===== src/rtl/tick_timer_scheduler.sv =====
// rtl/tick_timer_scheduler.sv - shared-prescaler countdown timers with start/restart/cancel and one-cycle expiry pulses
module tick_timer_scheduler #(
    parameter int DIV_VALUE = 1000,
    parameter int DIV_WIDTH = 10,
    parameter int N_TIMERS  = 3,
    parameter int CNT_WIDTH = 8
) (
    input  logic                          CLK,
    input  logic                          RST,
    input  logic [N_TIMERS-1:0]           START,
    input  logic [N_TIMERS*CNT_WIDTH-1:0] LOAD_VALUE,
    input  logic [N_TIMERS-1:0]           CANCEL,
    output logic [N_TIMERS-1:0]           BUSY,
    output logic [N_TIMERS-1:0]           EXPIRED,
    output logic                          TICK
);

    typedef enum logic {IDLE = 1'b0, RUN = 1'b1} state_t;

    localparam logic [DIV_WIDTH-1:0] DIV_LAST = DIV_WIDTH'(DIV_VALUE - 1);

    state_t               state    [N_TIMERS];
    logic [CNT_WIDTH-1:0] count    [N_TIMERS];
    logic [CNT_WIDTH-1:0] load_val [N_TIMERS];
    logic [DIV_WIDTH-1:0] prescaler;
    logic [N_TIMERS-1:0]  run_nxt;
    logic [N_TIMERS-1:0]  done_nxt;
    logic                 any_busy;

    always_comb begin
        BUSY = '0;
        for (int i = 0; i < N_TIMERS; i++) begin
            BUSY[i] = (state[i] == RUN);
        end
    end

    assign any_busy = |BUSY;
    assign TICK     = any_busy && (prescaler == DIV_LAST);

    // Next-state decode shared by the FSMs and the prescaler, priority CANCEL > START > TICK.
    always_comb begin
        run_nxt  = '0;
        done_nxt = '0;
        for (int i = 0; i < N_TIMERS; i++) begin
            load_val[i] = LOAD_VALUE[i*CNT_WIDTH +: CNT_WIDTH];
            if (CANCEL[i]) begin
                run_nxt[i]  = 1'b0;
                done_nxt[i] = 1'b0;
            end else if (START[i]) begin
                run_nxt[i]  = (load_val[i] != '0);
                done_nxt[i] = (load_val[i] == '0);
            end else if (state[i] == RUN) begin
                if (TICK && count[i] == CNT_WIDTH'(1)) begin
                    done_nxt[i] = 1'b1;
                end else begin
                    run_nxt[i] = 1'b1;
                end
            end
        end
    end

    always_ff @(posedge CLK or posedge RST) begin
        if (RST) begin
            prescaler <= '0;
            EXPIRED   <= '0;
            for (int i = 0; i < N_TIMERS; i++) begin
                state[i] <= IDLE;
                count[i] <= '0;
            end
        end else begin
            // Parked at zero when nothing will be running so a fresh start sees a full first tick.
            if (!any_busy || TICK || run_nxt == '0) begin
                prescaler <= '0;
            end else begin
                prescaler <= prescaler + DIV_WIDTH'(1);
            end
            EXPIRED <= done_nxt;
            for (int i = 0; i < N_TIMERS; i++) begin
                state[i] <= run_nxt[i] ? RUN : IDLE;
                if (CANCEL[i]) begin
                    count[i] <= '0;
                end else if (START[i]) begin
                    count[i] <= load_val[i];
                end else if (state[i] == RUN && TICK) begin
                    count[i] <= count[i] - CNT_WIDTH'(1);
                end
            end
        end
    end

endmodule

===== config.mk =====
export PLATFORM = sky130hd
export DESIGN_NAME = tick_timer_scheduler
export DESIGN_NICKNAME = d
export VERILOG_FILES = /design/src/rtl/tick_timer_scheduler.sv
export SDC_FILE = /design/constraint.sdc
export NUM_CORES = 1
export LEC_CHECK = 0
export BUFFER_PORTS_ARGS = -buffer_cell sky130_fd_sc_hd__buf_2
export CORE_MARGIN = 2
export CORE_UTILIZATION = 60
export DETAILED_ROUTE_END_ITERATION = 7
export PLACE_DENSITY_LB_ADDON = 0.25
export SYNTH_ARGS = -nofsm -noshare
export SYNTH_HDL_FRONTEND = slang
export SYNTH_SLANG_ARGS = --single-unit

===== constraint.sdc =====
create_clock -name CLK -period 3.6 [get_ports CLK]
set_clock_uncertainty 0.15 [all_clocks]
set_input_delay 0 -clock CLK [delete_from_list [all_inputs] [get_ports CLK]]
set_output_delay 0 -clock CLK [all_outputs]
set_load 0.03 [all_outputs]

Yosys cells after proc, flatten, opt, wreduce, memory -nomap -nowiden
Cells that the tools add are included.
{"block": "op_classes", "mux": 37, "eq_ne": 4, "n_reduce_logical": 21, "n_addsub": 4}
{"cell": "8-bit 2-to-1 mux", "count": 9}
{"cell": "1-bit 2-to-1 mux", "count": 27}
{"cell": "8-bit by 1-bit == test with 1-bit output (second input constant)", "count": 3}
{"cell": "8-bit logical NOT", "count": 3}
{"cell": "8-bit nonzero test", "count": 3}
{"cell": "8-bit by 1-bit subtractor with 8-bit output (second input constant)", "count": 3}
{"cell": "10-bit by 1-bit adder with 10-bit output (second input constant)", "count": 1}
{"cell": "10-bit == test (second input constant)", "count": 1}
{"cell": "10-bit 2-to-1 mux", "count": 1}
{"cell": "3-bit nonzero test", "count": 3}
{"cell": "1-bit logical AND", "count": 7}
{"cell": "3-bit logical NOT", "count": 1}
{"cell": "3-bit OR reduction", "count": 1}
{"cell": "1-bit logical OR", "count": 2}
{"cell": "1-bit logical NOT", "count": 1}
{"block": "word_totals", "regBits": 40, "output_inout_bits": 7, "in_bits": 32, "word_cells": 74}

Longest topological paths before layout
{"block": "logic_depth", "ltp_word": 10, "mapped_depth": 8, "mapped_depth_nobuf": 7}

Worst setup path after synthesis
No wires, ideal clock.
{"block": "synth_path", "kind": "reg2reg", "startpoint": "register state, in the netlist BUSY[1]", "endpoint": "register prescaler[3]", "setup_ns": 0.143, "synth_period_minus_slack_ns": 2.419, "setup_slack_ns": 1.181, "path_stages_with_launch": 6, "arrival_ns": 2.126, "t_required_ns": 3.307, "n_path_buf": 0, "path_cell_list": "dfrtp_1 > nor3_2 > nor4b_4 > a2111oi_1 > nor4_4 > nor3_1"}
{"block": "synth_between", "elab_chain_len": 10, "elab_cells_between_ends": 22, "classes_between": "mux: 13; reduce/logical: 9"}
{"element": "start: declaration", "line_no": "22", "rtl": "state_t state [N_TIMERS];"}
{"element": "start signal: indexed assignment", "line_no": "79", "rtl": "state[i] <= run_nxt[i] ? RUN : IDLE;"}
{"element": "3-bit OR reduction (*)", "line_no": "37", "rtl": "assign any_busy = |BUSY;"}
{"element": "1-bit logical AND (*)", "line_no": "38", "rtl": "assign TICK = any_busy && (prescaler == DIV_LAST);"}
{"element": "named net TICK", "line_no": "15", "rtl": "output logic TICK"}
{"element": "1-bit logical AND", "line_no": "53", "rtl": "if (TICK && count[i] == CNT_WIDTH'(1)) begin"}
{"element": "1-bit 2-to-1 mux", "line_no": "53"}
{"element": "1-bit 2-to-1 mux", "line_no": "52", "rtl": "end else if (state[i] == RUN) begin"}
{"element": "1-bit 2-to-1 mux", "line_no": "49", "rtl": "end else if (START[i]) begin"}
{"element": "1-bit 2-to-1 mux", "line_no": "46", "rtl": "if (CANCEL[i]) begin"}
{"element": "3-bit logical NOT", "line_no": "72", "rtl": "if (!any_busy || TICK || run_nxt == '0) begin"}
{"element": "1-bit logical OR (*)", "line_no": "72"}
{"element": "10-bit 2-to-1 mux (*)", "line_no": "72"}
{"element": "end signal: assignment", "line_no": "75", "rtl": "prescaler <= prescaler + DIV_WIDTH'(1);"}
{"element": "end: declaration", "line_no": "25", "rtl": "logic [DIV_WIDTH-1:0] prescaler;"}
The timed path passes the listed nets; every way through them passes the cells marked *.
A chain may end at the register's enable or synchronous reset.

Worst setup path after layout
{"block": "layout_path", "startpoint": "register prescaler[0]", "endpoint": "register count[22] (netlist name)"}
{"block": "layout_between", "elab_chain_len": 4}
{"element": "10-bit == test", "line_no": "38"}
{"element": "1-bit logical AND", "line_no": "38"}
{"element": "1-bit logical AND", "line_no": "84", "rtl": "end else if (state[i] == RUN && TICK) begin"}
{"element": "3-bit nonzero test (no source line)"}
{"element": "end signal: indexed assignment", "line_no": "83", "rtl": "count[i] <= load_val[i];"}
{"element": "end signal: indexed assignment", "line_no": "85", "rtl": "count[i] <= count[i] - CNT_WIDTH'(1);"}
{"element": "end: declaration", "line_no": "23", "rtl": "logic [CNT_WIDTH-1:0] count [N_TIMERS];"}
Every way passes these cells.

==> reports/results.ini <==
[synthesis]
ys_async_sr_fraction_pct=100
synth_edf_count=0
avgSynthCellArea_um2=9.05
synth-seq-cells=40
synth.net_count=304
ys_warn_count=0
yosysUniqueCellTypes=43
ys_seq_area_share_pct=41.8
ys.flop_type=dfrtp_1
synthCells=265
synth_area_um2=2400

[floorplan]
core_um2=3740
start_util_pct=64.0
die_w_um=67.2
die_y_um=67.2
num_rows=22
dieArea_um2=4520
ioPinCount=39

[route]
wl_um=6440
drcViolationCount=0
vias_per_cell=6.01
via_count=2404
drt_iter0_drc=208
first_pass_iters=8
drtAntennaViolNets=0
drt-wirelength-per-cell_um=16.1

[setup_path]
critical_path_arrival_ns=2.95
startpoint_type=flip-flop
critical_path_class=reg2reg
critPathMaxFanout=9
cp.required_ns=3.63
cp-end-kind=flip-flop

[cts]
numClockSinks=40
cts_buffer_depth=2
htreeDepth=2
clk_pin_slew_ns=0.08
numCtsBuffers=5
ctsRootBufferMaster=clkbuf_8
clock_latency_ns=0.30
cts_resized=0
cts_tree=built

[global_route]
first_global_vias=2390
grt_max_degree=41
grt_pass1_wl_um=10800
grt_antenna_before_repair=0
grt.overflow.total=0
grt.total_usage_pct=31.9

[final_layout]
stdcell_count=400
antennaDiodeCount=0
fin_nets=390
drive_gt1_share_pct=16.8
n_fill_cell=224
syn2layout_area_growth_pct=34.1

[placed_design]
port_buffers=38
placed_cells=342
dp_slack_ns=1.09
hpwlAfterDp_um=3710
gp_congestion=0.908

[power]
p_int_mw=0.756
leakagePower_nw=1.50
power_switching_mw=0.320
vdd_ir_drop_max_mv=0.280
power.density_nw_per_um2=335
swShare_pct=29.8
seqPwrFrac_pct=48.3
clkPwrFrac_pct=29.0
power.combinational.fraction_pct=22.7

[run_status]
status=finished clean

[worst_hold_path]
hold_path_class=in2reg

[sta]
hold_violations=0
hold_slack_ns=0.0143
tns_ns=0
timing.final.crit_share_pct=81.2
rsz0062_at_grt=false
setup_viol=0
fmax_ghz=0.342
drv_slew=0
post-route-min-period_ns=2.92
setup_slack_ns=0.678
worst_pin_slew_ns=0.643
slew_headroom_pct=57.0

[run]
max_cap_violations=0

## worst max-delay path, stage by stage, from the launching register on
cell and delay, ns:
dfrtp_1 0.37, ha_1 0.21, and2_1 0.25, nand4_1 0.37, or4_1 0.60, xnor2_1 0.14, o21a_1 0.16, dlygate4sd3_1 0.55
## metrics by stage
| stage | util [%] | instance area (um2) | power (mW) |
|---|---|---|---|
| finish | 85.9 | 3210 | 1.08 |
| global route | 85.9 | 3210 | 1.13 |
| CTS | 85.9 | 3210 | 1.07 |
| detailed placement | 70.0 | 2620 | 0.715 |
| global placement | 70.0 | 2620 | 0.707 |
| floorplan | - | 2400 | 0.655 |
## timing repair
item | in CTS | in global routing
hold buffers | 50 | 0
hold endpoints to repair | 67 | 0
buffers inserted | 0 | 0
## synthesized netlist by cell type, types with 7 or more instances
cell	n	area share (%)
dfrtp_1	40	42
ha_1	7	3.7
a21oi_1	20	4.2
inv_1	21	3.3
nor3_1	19	4.0
nor2_1	22	3.4
xor2_1	11	4.0
o21ai_0	10	2.1
nor4_1	10	2.6
o21a_1	12	3.8
xnor2_1	11	4.0
nand2_1	10	1.6
nand3_1	7	1.5
clkbuf_1	10	1.6
## final cells by class
| class | instances | area, um2 | share of cell area, % |
|---|---|---|---|
| Inverter | 21 | 78.8 | 2.45 |
| Multi-Input combinational cell | 193 | 1280 | 39.7 |
| Sequential cell | 40 | 1000 | 31.1 |
| Timing Repair Buffer | 90 | 706 | 22.0 |
| Clock inverter | 2 | 10.0 | 0.311 |
| Clock buffer | 6 | 82.6 | 2.57 |
| Tap cell | 48 | 60.1 | 1.87 |
## placed cells by master (no fill, tap or decap), drive strengths merged, types with 3 or more instances in the layout
| cell type | netlist | layout |
|---|---|---|
| xor2 | 11 | 11 |
| nor4 | 12 | 12 |
| nor2 | 22 | 22 |
| clkbuf | 10 | 6 |
| o21a | 12 | 12 |
| nor4b | 4 | 4 |
| and3 | 3 | 3 |
| inv | 21 | 21 |
| nor3b | 3 | 3 |
| or4 | 3 | 3 |
| nand4 | 4 | 4 |
| nor3 | 20 | 20 |
| nor2b | 3 | 3 |
| dlygate4sd3 | 0 | 50 |
| nand2 | 10 | 10 |
| or3 | 4 | 4 |
| or2 | 4 | 4 |
| buf | 1 | 40 |
| o21ai | 10 | 10 |
| dfrtp | 40 | 40 |
| ha | 7 | 7 |
| xnor2 | 11 | 11 |
| nand3 | 7 | 7 |
| a21oi | 20 | 20 |
## state kept, by name, indices dropped and copies added (netlist names)
register / flops
prescaler: 10
EXPIRED: 3
BUSY: 3
count: 24
## final timing paths
kind                                          end  cells past startpoint              startpoint  slack [ns]
max reg2reg                 count[22]$_DFFE_PP0P_                      7  prescaler[0]$_DFF_PP0_        0.68
min in group asynchronous   count[14]$_DFFE_PP0P_                      4                     RST        0.23
max                         count[22]$_DFFE_PP0P_                      7  prescaler[0]$_DFF_PP0_        0.68
min reg2reg                prescaler[0]$_DFF_PP0_                      1  prescaler[0]$_DFF_PP0_        0.32
max in group asynchronous   count[12]$_DFFE_PP0P_                      4                     RST        2.72
min                         count[12]$_DFFE_PP0P_                      2                START[1]        0.01
## routing by layer
layer  vias to the layer above  global-route usage, %  share of wire (%)
met4                         0                   12.0                2.4
li1                       1114                      -                  -
met5                         -                      0                  0
met1                      1165                   39.8                 41
met3                        24                   6.50                5.5
met2                       101                   54.6                 51
## power by group through the flow
stage,clock network (mW),registers [mW],logic (mW)
detailed placement,0,0.527,0.188
global placement,0,0.526,0.181
finish,0.312,0.520,0.244
floorplan,0,0.524,0.131
global route,0.333,0.526,0.271
CTS,0.312,0.519,0.235
## logic make-up (layout without fill, tap and decap cells)
| group | after synthesis | count (layout) | share of synthesized area (%) |
|---|---|---|---|
| XOR/XNOR | 22 | 22 | 8.04 |
| AO/OA/AOI/OAI | 58 | 58 | 15.3 |
| adder cells (fa/ha/maj) | 7 | 7 | 3.65 |
| AND/OR/NAND/NOR | 104 | 104 | 25.4 |
| flip-flops | 40 | 40 | 41.8 |
| multiplexers | 2 | 2 | 0.835 |
| buffers and inverters | 32 | 119 | 5.01 |
Note: power is estimated with default switching activity, not from simulation.
